--- src/rtl/tape_write_ctrl_if.sv ---
// Bus bundle for the tape write controller: command input, video-out FIFO write port
// and the MAC-facing status reply stream.
interface tape_write_ctrl_if;
    logic        cmd_valid;
    logic [3:0]  cmd_op;
    logic [3:0]  cmd_arg;
    logic        fifo_wclk;
    logic        fifo_wreq;
    logic [3:0]  fifo_wdata;
    logic [10:0] fifo_used;
    logic [7:0]  tx_data;
    logic        tx_valid;
    logic        tx_last;
    logic        tx_ready;
    logic        busy;
    logic        done;

    // The environment side: command source, FIFO level and MAC back-pressure
    modport master (
        output cmd_valid, cmd_op, cmd_arg, fifo_used, tx_ready,
        input  fifo_wclk, fifo_wreq, fifo_wdata, tx_data, tx_valid, tx_last, busy, done
    );

    modport slave (
        input  cmd_valid, cmd_op, cmd_arg, fifo_used, tx_ready,
        output fifo_wclk, fifo_wreq, fifo_wdata, tx_data, tx_valid, tx_last, busy, done
    );
endinterface

--- src/rtl/tape_write_ctrl.sv ---
// Tape write controller: streams DATA nibbles into the video-out FIFO while recording,
// drains on STOP, and answers STATUS with a 4-byte snapshot reply.
module tape_write_ctrl #(
    parameter int HIGH_WATER = 1984
) (
    input logic            clk,
    input logic            rst,
    tape_write_ctrl_if.slave bus
);

    localparam int          REPLY_LEN = 4;
    localparam logic [1:0]  LAST_IDX  = 2'(REPLY_LEN - 1);
    localparam logic [10:0] HW_LEVEL  = 11'(HIGH_WATER);

    localparam logic [3:0] OP_START  = 4'h1;
    localparam logic [3:0] OP_DATA   = 4'h2;
    localparam logic [3:0] OP_STOP   = 4'h3;
    localparam logic [3:0] OP_STATUS = 4'h4;
    localparam logic [3:0] OP_ABORT  = 4'hF;

    typedef enum logic [1:0] {
        IDLE   = 2'd0,
        RECORD = 2'd1,
        DRAIN  = 2'd2,
        REPLY  = 2'd3
    } state_t;

    state_t      state_q, state_d;
    state_t      ret_q;
    logic [1:0]  byte_idx_q;
    logic [15:0] drop_cnt_q;
    logic [31:0] reply_q;
    logic        wreq_q;
    logic [3:0]  wdata_q;
    logic        done_q;

    logic        drop_evt;
    logic        wr_evt;
    logic        enter_reply;
    logic        clear_cnt;
    logic        drain_done;
    logic        tx_accept;

    // Next-state decode; each cycle carries at most one command
    always_comb begin
        state_d     = state_q;
        drop_evt    = 1'b0;
        wr_evt      = 1'b0;
        enter_reply = 1'b0;
        clear_cnt   = 1'b0;
        drain_done  = 1'b0;
        tx_accept   = (state_q == REPLY) && bus.tx_ready;

        case (state_q)
            IDLE: begin
                if (bus.cmd_valid) begin
                    case (bus.cmd_op)
                        OP_START: begin
                            state_d   = RECORD;
                            clear_cnt = 1'b1;
                        end
                        OP_STATUS: begin
                            state_d     = REPLY;
                            enter_reply = 1'b1;
                        end
                        OP_DATA, OP_STOP: drop_evt = 1'b1;
                        default: ;
                    endcase
                end
            end
            RECORD: begin
                if (bus.cmd_valid) begin
                    case (bus.cmd_op)
                        OP_DATA: begin
                            if (bus.fifo_used < HW_LEVEL) wr_evt = 1'b1;
                            else                          drop_evt = 1'b1;
                        end
                        OP_STOP:  state_d = DRAIN;
                        OP_ABORT: state_d = IDLE;
                        OP_STATUS: begin
                            state_d     = REPLY;
                            enter_reply = 1'b1;
                        end
                        default: ;
                    endcase
                end
            end
            DRAIN: begin
                if (bus.cmd_valid && bus.cmd_op == OP_ABORT) begin
                    state_d = IDLE;
                end else begin
                    if (bus.cmd_valid && bus.cmd_op == OP_DATA) drop_evt = 1'b1;
                    if (bus.fifo_used == 11'd0) begin
                        state_d    = IDLE;
                        drain_done = 1'b1;
                    end
                end
            end
            REPLY: begin
                // Nothing, not even ABORT, may cut a reply short
                if (bus.cmd_valid) drop_evt = 1'b1;
                if (tx_accept && byte_idx_q == LAST_IDX) state_d = ret_q;
            end
            default: state_d = IDLE;
        endcase
    end

    always_ff @(posedge clk) begin
        if (rst) begin
            state_q    <= IDLE;
            ret_q      <= IDLE;
            byte_idx_q <= 2'd0;
            drop_cnt_q <= 16'd0;
            reply_q    <= 32'd0;
            wreq_q     <= 1'b0;
            wdata_q    <= 4'd0;
            done_q     <= 1'b0;
        end else begin
            state_q <= state_d;
            wreq_q  <= wr_evt;
            done_q  <= drain_done;
            if (wr_evt) wdata_q <= bus.cmd_arg;

            if (clear_cnt)
                drop_cnt_q <= 16'd0;
            else if (drop_evt && drop_cnt_q != 16'hFFFF)
                drop_cnt_q <= drop_cnt_q + 16'd1;

            // Whole reply is frozen on entry so bytes stay stable under back-pressure
            if (enter_reply) begin
                ret_q      <= state_q;
                byte_idx_q <= 2'd0;
                reply_q    <= {6'b0, state_q, drop_cnt_q, bus.fifo_used[10:3]};
            end else if (tx_accept) begin
                byte_idx_q <= byte_idx_q + 2'd1;
            end
        end
    end

    always_comb begin
        bus.tx_data = 8'h00;
        case (byte_idx_q)
            2'd0: bus.tx_data = reply_q[31:24];
            2'd1: bus.tx_data = reply_q[23:16];
            2'd2: bus.tx_data = reply_q[15:8];
            2'd3: bus.tx_data = reply_q[7:0];
            default: bus.tx_data = 8'h00;
        endcase
        if (state_q != REPLY) bus.tx_data = 8'h00;
    end

    assign bus.tx_valid   = (state_q == REPLY);
    assign bus.tx_last    = (state_q == REPLY) && (byte_idx_q == LAST_IDX);
    assign bus.busy       = (state_q != IDLE);
    assign bus.done       = done_q;
    assign bus.fifo_wreq  = wreq_q;
    assign bus.fifo_wdata = wdata_q;
    assign bus.fifo_wclk  = clk;

endmodule

--- src/flat_wrapper.sv ---
// flat-port wrapper written by rule: the top's interface ports become plain ports
module tape_write_ctrl_flat 
#(
    parameter int HIGH_WATER = 1984
)
  (clk, rst, bus_cmd_valid, bus_cmd_op, bus_cmd_arg, bus_fifo_used, bus_tx_ready, bus_fifo_wclk, bus_fifo_wreq, bus_fifo_wdata, bus_tx_data, bus_tx_valid, bus_tx_last, bus_busy, bus_done);
  tape_write_ctrl_if bus_i ();
  input logic clk;
  input logic rst;
  input wire logic [$bits(bus_i.cmd_valid)-1:0] bus_cmd_valid;
  input wire logic [$bits(bus_i.cmd_op)-1:0] bus_cmd_op;
  input wire logic [$bits(bus_i.cmd_arg)-1:0] bus_cmd_arg;
  input wire logic [$bits(bus_i.fifo_used)-1:0] bus_fifo_used;
  input wire logic [$bits(bus_i.tx_ready)-1:0] bus_tx_ready;
  output wire logic [$bits(bus_i.fifo_wclk)-1:0] bus_fifo_wclk;
  output wire logic [$bits(bus_i.fifo_wreq)-1:0] bus_fifo_wreq;
  output wire logic [$bits(bus_i.fifo_wdata)-1:0] bus_fifo_wdata;
  output wire logic [$bits(bus_i.tx_data)-1:0] bus_tx_data;
  output wire logic [$bits(bus_i.tx_valid)-1:0] bus_tx_valid;
  output wire logic [$bits(bus_i.tx_last)-1:0] bus_tx_last;
  output wire logic [$bits(bus_i.busy)-1:0] bus_busy;
  output wire logic [$bits(bus_i.done)-1:0] bus_done;
  assign bus_i.cmd_valid = bus_cmd_valid;
  assign bus_i.cmd_op = bus_cmd_op;
  assign bus_i.cmd_arg = bus_cmd_arg;
  assign bus_i.fifo_used = bus_fifo_used;
  assign bus_i.tx_ready = bus_tx_ready;
  assign bus_fifo_wclk = bus_i.fifo_wclk;
  assign bus_fifo_wreq = bus_i.fifo_wreq;
  assign bus_fifo_wdata = bus_i.fifo_wdata;
  assign bus_tx_data = bus_i.tx_data;
  assign bus_tx_valid = bus_i.tx_valid;
  assign bus_tx_last = bus_i.tx_last;
  assign bus_busy = bus_i.busy;
  assign bus_done = bus_i.done;
  tape_write_ctrl #(.HIGH_WATER(HIGH_WATER)) u_core (.clk(clk), .rst(rst), .bus(bus_i));
endmodule
--- config.mk ---
export PLATFORM = sky130hd
export DESIGN_NAME = tape_write_ctrl_flat
export DESIGN_NICKNAME = d
export VERILOG_FILES = /design/src/rtl/tape_write_ctrl_if.sv /design/src/rtl/tape_write_ctrl.sv /design/src/flat_wrapper.sv
export SDC_FILE = /design/constraint.sdc
export NUM_CORES = 1
export LEC_CHECK = 0
export ABC_CLOCK_PERIOD_IN_PS = 2150
export CAP_MARGIN = 20
export CORE_ASPECT_RATIO = 0.9
export CORE_MARGIN = 3
export CORE_UTILIZATION = 53
export DETAILED_ROUTE_END_ITERATION = 12
export PLACE_DENSITY = 0.79
export RECOVER_POWER = 25
export SLEW_MARGIN = 20
export SYNTH_ARGS = -nofsm -noshare
export SYNTH_HDL_FRONTEND = slang
export SYNTH_SLANG_ARGS = --single-unit
--- constraint.sdc ---
create_clock -name clk -period 2.15 [get_ports clk]
set_input_delay 0.3225 -clock clk [delete_from_list [all_inputs] [get_ports clk]]
set_output_delay 0.3225 -clock clk [all_outputs]
set_load 0.02 [all_outputs]
-- After elaboration in Yosys (flattened, before gate mapping)
Cells that the tools add are included.
- bits in registers: 54
- input port bits: 23
- memories kept: 0
- output and inout port bits: 18
- bits in writable memories: 0
- latch bits: 0
- ROM bits: 0
- bitwise logic cells: 1
- multipliers: 0
- eq/ne operators: 19
- multiplexer cells: 30
- shift-type cells: 0
- add/subtract/negate cells: 2
- reductions and logical operators: 16
- order comparisons: 1
- divide/modulo/power cells: 0
- operators with widths (operator ; number):
    $pmux 8 s4 ; 1
    $mux 1 ; 19
    $add 16x1->16 const B ; 1
    $ne 16x16->1 const B ; 1
    $logic_not 11->1 ; 1
    $lt 11x11->1 const B ; 1
    $mux 2 ; 5
    $eq 2x2->1 const B ; 4
    $eq 4x2->1 const B ; 2
    $mux 8 ; 1
    $pmux 2 s4 ; 1
    $reduce_or 2->1 ; 4
    $logic_and 1x1->1 ; 6
    $ne 2x2->1 const B ; 3
    $pmux 2 s3 ; 1
    $reduce_and 6->1 ; 1
    $eq 2x1->1 const B ; 2
    $eq 4x1->1 const B ; 1
    $eq 4x3->1 const B ; 1
    $eq 4x4->1 const B ; 1
    $logic_not 2->1 ; 2
    $ne 4x3->1 const B ; 1
    $pmux 1 s4 ; 1
    $pmux 2 s2 ; 1
    7 further kinds ; 7

-- Depth between registers and ports, before layout
Gate-level depths: netlist of the first run.
- word-level depth: 6
- gate-level depth with buffers: 8
- gate-level depth less buffers: 6

==> metrics.md, run 1 <==
| Metric | Value |
|---|---|
| Static Leak | `0.00114 uW` |
| Setup WS post-layout | `0.0627 ns` |
| Worst clock skew | `0.00465 ns` |
| Busiest grt layer | `met2` |
| Vias per inst | `5.77` |
| Met2 Usage GRT | `0.410` |
| Vias in the first global route | `around 2400` |
| Worst Reg2Reg Path Length in Cells | `6` |
| Worst min-delay path class | `reg2reg` |
| Final hold violations | `0` |
| Worst EP required | `1.83 ns` |
| Synth Area in Adders | `0.0242` |
| Pre-CTS setup slack | `-0.0378 ns` |
| Cell area after synthesis | `0.00259 mm2` |
| Largest net degree at the start of global routing | `37` |
| Dpl cell area | `about 0.0032 mm2` |
| GR Util All Layers | `0.247` |
| Fraction of layout cells with a size suffix above 1 | `0.191` |
| Worst setup SP type | `flip-flop` |
| Top post-synthesis cells by area | `dfxtp_1, nand2_1, a21oi_1` |
| First-pass GRT wire length | `11100 um` |
| Seq/Total Area, Yosys | `0.402` |
| CTS Hold Bufs | `0` |
| Post-synth top area share | `0.402` |
| Ant diodes | `0` |
| Nets | `403` |
| Min Tclk post-route | `2.09 ns` |
| Avg Cell Area, Syn | `8.27 um2` |
| Fin crit share | `0.971` |
| Commonest non-fill, non-tap cells in the layout | `nand2_1, dfxtp_1, a21oi_1` |
| Synth warn | `0` |
| Fmax | `479 MHz` |
| Ports | `41` |
| Worst IR drop on VDD | `0.413 mV` |
| Crit end category | `output port` |
| Initial drt markers | `181` |
| Worst Hold End | `u_core.reply_q[17]` |
| Fin. max-slew vios | `0` |
| Commonest non-fill, non-tap cell in the layout | `nand2_1` |
| Die Span X | `79.7 um` |
| Cell count after placement | `427` |
| Netlist cell types | `50` |
| Area grow syn2layout | `29.5%` |
| Initial Util | `0.566` |
| Setup_tns | `0 ns` |
| Critical R2R Capture | `u_core.drop_cnt_q[4]` |
| Hold Path Depth | `2` |
| Final wirelength | `6680 um` |
| CTS tree | `yes` |
| Port bufs | `40` |
| Combinational family with the most area after synthesis | `simple AND/OR/NAND/NOR gates` |
| FF+latch count, synth | `52` |
| Worst R2R Start | `u_core.drop_cnt_q[1]` |
| Die area | `0.00576 mm2` |
| Slew margin rel. | `0.615` |
| Max Cap Viol | `0` |
| Final ANT Viol Nets | `0` |
| RSZ-0062 raised after global routing | `yes` |
| Hold_sp | `u_core.reply_q[17]` |
| Critical path peak fanout | `3` |
| Final setup violation count | `0` |
| Post-DP HPWL | `4790 um` |
| Post-Synth Simple-Gate Area | `0.299` |
| Die height | `72.3 um` |
| Total global routing overflow | `0` |
| Via count | `between 2000 and 3000` |
| Cell count after synthesis | `313` |
| Outcome | `finished clean` |
| Post-route insts no fill | `438` |
| Row count | `23` |
| Compound-Gate Fraction of Synth Area | `0.170` |
| Worst-Skew Late Latency | `0.42 ns` |
| Mean routed wirelength per cell | `between 15 and 20 um` |
| Met1 Use GR | `0.311` |
| Multiplexer share of the synthesized area | `0.0271` |
| Initial antenna violation count | `0` |
| Power per Cell Area | `599 mW/mm2` |
| GR Layer Usage met3 | `0.0558` |
| CP arrival | `1.76 ns` |
| Core ar. | `0.00458 mm2` |
| Post-Layout Inst Area | `0.00335 mm2` |
| TritonRoute pass-1 iters | `5` |
| Mapped Nets | `341` |
| Critical path type | `reg2out` |
| Area leader, netlist | `dfxtp_1` |
| DR DRC count | `0` |
| Worst-Margin Slew | `0.577 ns` |
| R2r setup slk | `0.22 ns` |
| Routability cong. | `0.831` |
| Xor-xnor portion of the synthesized cell area | `0.0338` |
| Clk pin slew, worst setup/hold paths | `0.10 ns` |
| Post-CTS Setup Inserts | `0` |
## report_power, final
| group | switching [uW] | internal, uW |
|---|---|---|
| Combinational | 73.2 | 74.3 |
| Sequential | 2.30 | 964 |
| Clock | 409 | 487 |
| Total | 484 | 1520 |
## layer usage
metal  wire length [um]  up-vias
met5                  0        -
li1                   -     1239
met2               3250       90
met3                393       12
met1               2910     1187
met4                119        0
## repair_timing
action	4_1_cts	5_1_grt
resized for setup	36	10
endpoints found under the setup margin	10	7
pin swaps	1	5
## synthesized netlist by cell type (all sizes together)
library cell	number
a2111oi	1
a211oi	2
a21o	3
a21oi	34
a221oi	1
a222oi	8
a31o	2
a31oi	3
a32oi	1
a41oi	1
and3	5
and4	4
buf	11
clkbuf	8
clkinv	1
dfxtp	52
ha	5
inv	6
mux2i	7
nand2	60
nand2b	6
nand3	10
nand3b	1
nand4	8
nand4b	1
nor2	30
nor2b	1
nor3	7
nor3b	3
nor4	12
o21ai	4
o31ai	1
or2	3
or4	1
xnor2	10
## kinds of logic after synthesis
group / count (synthesis)
buffers and inverters: 26
adder cells (fa/ha/maj): 5
multiplexers: 7
AO/OA/AOI/OAI: 61
XOR/XNOR: 10
AND/OR/NAND/NOR: 152
flip-flops: 52
## area by class of cell
type / count / area [um2]
multi-input combinational: 235 / 1460
fill: 377 / 1220
sequential: 52 / 1050
timing repair buffer: 70 / 574
clock buffer: 9 / 119
tap: 62 / 77.6
clock inverter: 3 / 46.3
inverter: 7 / 28.8
## worst max-delay path, stage by stage, from the launching register on
cell	delay [ns]
dfxtp_4	0.39
inv_4	0.05
ha_4	0.16
a222oi_1	0.32
nor2_1	0.09
a21oi_1	0.13
nor2_1	0.06
buf_4	0.15
## sequential cells by signal (all words and copies together) (netlist names)
signal and cells:
u_core.reply_q 25, u_core.drop_cnt_q 16, u_core.bus.fifo_wdata 4, u_core.byte_idx_q 2, u_core.state_q 2, u_core.bus.done 1, u_core.bus.fifo_wreq 1, u_core.ret_q 1
## worst max-delay path by stage
stage	cells past startpoint	slack [ns]	startpoint	endpoint
floorplan	7	0.48	u_core.state_q[1]	u_core.drop_cnt_q[9]
global placement	7	0.05	bus_fifo_used[8]	u_core.drop_cnt_q[9]
detailed placement	7	-0.04	bus_fifo_used[8]	u_core.drop_cnt_q[9]
CTS	6	0.002	u_core.byte_idx_q[0]	bus_tx_data[4]
global route	7	-0.06	u_core.byte_idx_q[0]	bus_tx_data[0]
finish	7	0.06	u_core.byte_idx_q[0]	bus_tx_data[0]
## stage by stage
| stage | utilization | hold WS (ns) | total power [uW] |
|---|---|---|---|
| 2_1_floorplan | - | 0.415 | 1100 |
| 3_3_place_gp | 0.704 | 0.445 | 1200 |
| 3_5_place_dp | 0.704 | 0.449 | 1200 |
| 4_1_cts | 0.734 | 0.462 | 2030 |
| 5_1_grt | 0.733 | 0.485 | 2080 |
| 6_report | 0.733 | 0.463 | 2010 |
No activity file was read; power rests on OpenSTA's default activity.
==> run 2, diff against run 1 <==
--- a/config.mk
+++ b/config.mk
@@ -13,6 +13,7 @@
 export DETAILED_ROUTE_END_ITERATION = 12
 export PLACE_DENSITY = 0.79
 export RECOVER_POWER = 25
+export SETUP_SLACK_MARGIN = 0.1
 export SLEW_MARGIN = 20
 export SYNTH_ARGS = -nofsm -noshare
 export SYNTH_HDL_FRONTEND = slang
==> run 2 against run 1 <==
- register-to-register slack got worse by 0.07 ns
- critical path depth unchanged
- clock skew hardly changed
- non-clock buffer count is 2 higher
- core utilization is 1.6 points higher
- cell area up 2.2%
==> metrics.md, run 2 (synthesis results as in run 1) <==
| Metric | Value |
|---|---|
| Routability cong. | `0.831 (unchanged)` |
| Worst-Skew Late Latency | `0.42 ns (about the same)` |
| Area grow syn2layout | `32.4% (was 29.5%)` |
| Slew margin rel. | `0.613 (was 0.615)` |
| Die Span X | `79.7 um (unchanged)` |
| Initial drt markers | `186 (was 181)` |
| Sequential share of power | `0.480 (was 0.481)` |
| Worst hold slack | `0.464 ns (was 0.463 ns)` |
| Power per Cell Area | `587 mW/mm2 (was 599 mW/mm2)` |
| Worst setup SP type | `flip-flop (unchanged)` |
| Row count | `23 (unchanged)` |
| Sw frac | `0.242 (was 0.241)` |
| Total global routing overflow | `0 (unchanged)` |
| Fin. max-slew vios | `0 (unchanged)` |
| Final hold violations | `0 (unchanged)` |
| Worst IR drop on VDD | `0.415 mV (was 0.413 mV)` |
| Final wirelength | `6800 um (was 6680 um)` |
| Cell count after placement | `427 (unchanged)` |
| P_sw | `487 uW (was 484 uW)` |
| DR DRC count | `0 (unchanged)` |
| Nets | `405 (was 403)` |
| CP arrival | `1.74 ns (was 1.76 ns)` |
| Filler cells | `359 (was 377)` |
| Vias in the first global route | `2435 (was 2423)` |
| GR Util All Layers | `0.248 (was 0.247)` |
| Post-DP HPWL | `4790 um (unchanged)` |
| RSZ-0062 raised after global routing | `yes (unchanged)` |
| Critical path type | `reg2out (unchanged)` |
| Clk pin slew, worst setup/hold paths | `0.10 ns (about the same)` |
| Die height | `72.3 um (unchanged)` |
| WL met1 | `3000 um (was 2910 um)` |
| Ports | `41 (unchanged)` |
| Number of flip-flops in the largest register | `25 (unchanged)` |
| Post-route insts no fill | `440 (was 438)` |
| Static Leak | `0.00121 uW (was 0.00114 uW)` |
| Metal3 WL | `414 um (was 393 um)` |
| Int Power | `1530 uW (was 1520 uW)` |
| Highest metal used | `met4 (unchanged)` |
| Critical path peak fanout | `3 (unchanged)` |
| TritonRoute pass-1 iters | `6 (was 5)` |
| Power share of the clock group | `0.446 (about the same)` |
| Most flop-heavy register | `u_core.reply_q (unchanged)` |
| Fraction of layout cells with a size suffix above 1 | `0.201 (was 0.191)` |
| Max Cap Viol | `0 (unchanged)` |
| Final ANT Viol Nets | `0 (unchanged)` |
| Min Tclk post-route | `2.06 ns (was 2.09 ns)` |
| Met2 routed WL | `3260 um (was 3250 um)` |
| Fin crit share | `0.958 (was 0.971)` |
| Initial antenna violation count | `0 (unchanged)` |
| CTS tree | `yes (unchanged)` |
| Ant diodes | `0 (unchanged)` |
| Worst clock skew | `0.00452 ns (was 0.00465 ns)` |
| Via count | `2524 (was 2528)` |
| Commonest non-fill, non-tap cells in the layout | `nand2_1, dfxtp_1, buf_4 (was nand2_1, dfxtp_1, a21oi_1)` |
| Setup_tns | `0 ns (unchanged)` |
| Fmax | `486 MHz (was 479 MHz)` |
| Comb power frac | `0.073 (about the same)` |
| Worst EP required | `1.83 ns (about the same)` |
| Commonest non-fill, non-tap cell in the layout | `nand2_1 (unchanged)` |
| Port bufs | `40 (unchanged)` |
| Pwr Total | `2010 uW (about the same)` |
| Initial Util | `0.566 (unchanged)` |
| First-pass GRT wire length | `11200 um (was 11100 um)` |
| Die area | `0.00576 mm2 (unchanged)` |
| End-of-flow core utilization | `0.749 (was 0.733)` |
| Largest net degree at the start of global routing | `37 (unchanged)` |
| Vias per inst | `5.74 (was 5.77)` |
| Mean routed wirelength per cell | `15.4 um (was 15.2 um)` |
| Worst min-delay path class | `reg2reg (unchanged)` |
| Crit end category | `output port (unchanged)` |
| Final setup violation count | `0 (unchanged)` |
| Outcome | `finished clean (unchanged)` |
| Worst-Margin Slew | `0.581 ns (was 0.577 ns)` |
| Core ar. | `0.00458 mm2 (unchanged)` |
run 2: cell types whose count changed in the layout (fill, tap and decap cells not counted), sizes merged:
cell | before | now
clkdlybuf4s15 | 0 | 1
dlymetal6s2s | 0 | 1
clkdlybuf4s50 | 29 | 27
buf | 36 | 38
run 2: worst paths after layout:
| check | startpoint | cells after the start | to | slack (ns) |
|---|---|---|---|---|
| hold reg to reg | u_core.reply_q[17] | 2 | u_core.reply_q[17] | 0.46 |
| setup reg to reg | u_core.state_q[1] | 7 | u_core.drop_cnt_q[9] | 0.15 |
| setup / recovery | u_core.byte_idx_q[0] | 7 | bus_tx_data[0] | 0.09 |
| hold / removal | u_core.reply_q[17] | 2 | u_core.reply_q[17] | 0.46 |
run 2: power groups by stage:
stage / Sequential (uW) / Combinational (uW) / Clock (uW)
2_1_floorplan: 991 / 58.3 / 54.3
3_3_place_gp: 991 / 148 / 62.5
3_5_place_dp: 991 / 149 / 62.5
4_1_cts: 966 / 150 / 908
5_1_grt: 967 / 160 / 951
6_report: 966 / 148 / 898
run 2: what timing repair did:
item | CTS | global route
setup endpoints to repair | 11 | 13
hold buffers | 0 | 0
pin swaps | 3 | 7
resized for setup | 47 | 16
cloned | 0 | 0
buffers inserted | 0 | 2
run 2: metrics by stage:
stage          cell area, um2  worst slack (ns)
4_1_cts                  3380             0.108
2_1_floorplan            2590             0.483
6_report                 3430            0.0905
3_5_place_dp             3220           -0.0378
3_3_place_gp             3220            0.0508
5_1_grt                  3430           -0.0358
run 2: final cells by class:
cell class                      instances  area [um2]  share of cell area
Clock inverter                          3        46.3              0.0135
Tap cell                               62        77.6              0.0226
Sequential cell                        52        1050               0.306
Inverter                                7        28.8             0.00840
Multi-Input combinational cell        235        1490               0.436
Timing Repair Buffer                   72         614               0.179
Clock buffer                            9         119              0.0347
run 2: worst max-delay path, cell delays in order (launching register included):
cell and delay, ns:
dfxtp_4 0.40, inv_4 0.05, ha_4 0.17, a222oi_1 0.29
nor2_1 0.07, a21oi_1 0.13, nor2_1 0.06, buf_4 0.15
run 2: per-layer routing:
layer,GRT usage,up-vias
met1,0.311,1180
met5,0,-
met4,0.101,0
met2,0.414,89
li1,-,1244
met3,0.0558,11
==> run 3, diff against run 2 <==
--- a/config.mk
+++ b/config.mk
@@ -10,6 +10,7 @@
 export CORE_ASPECT_RATIO = 0.9
 export CORE_MARGIN = 3
 export CORE_UTILIZATION = 53
+export CTS_CLUSTER_DIAMETER = 50
 export DETAILED_ROUTE_END_ITERATION = 12
 export PLACE_DENSITY = 0.79
 export RECOVER_POWER = 25
==> results of run 3 <==
No change in the layout: final DEF, timing and power equal those of run 2.
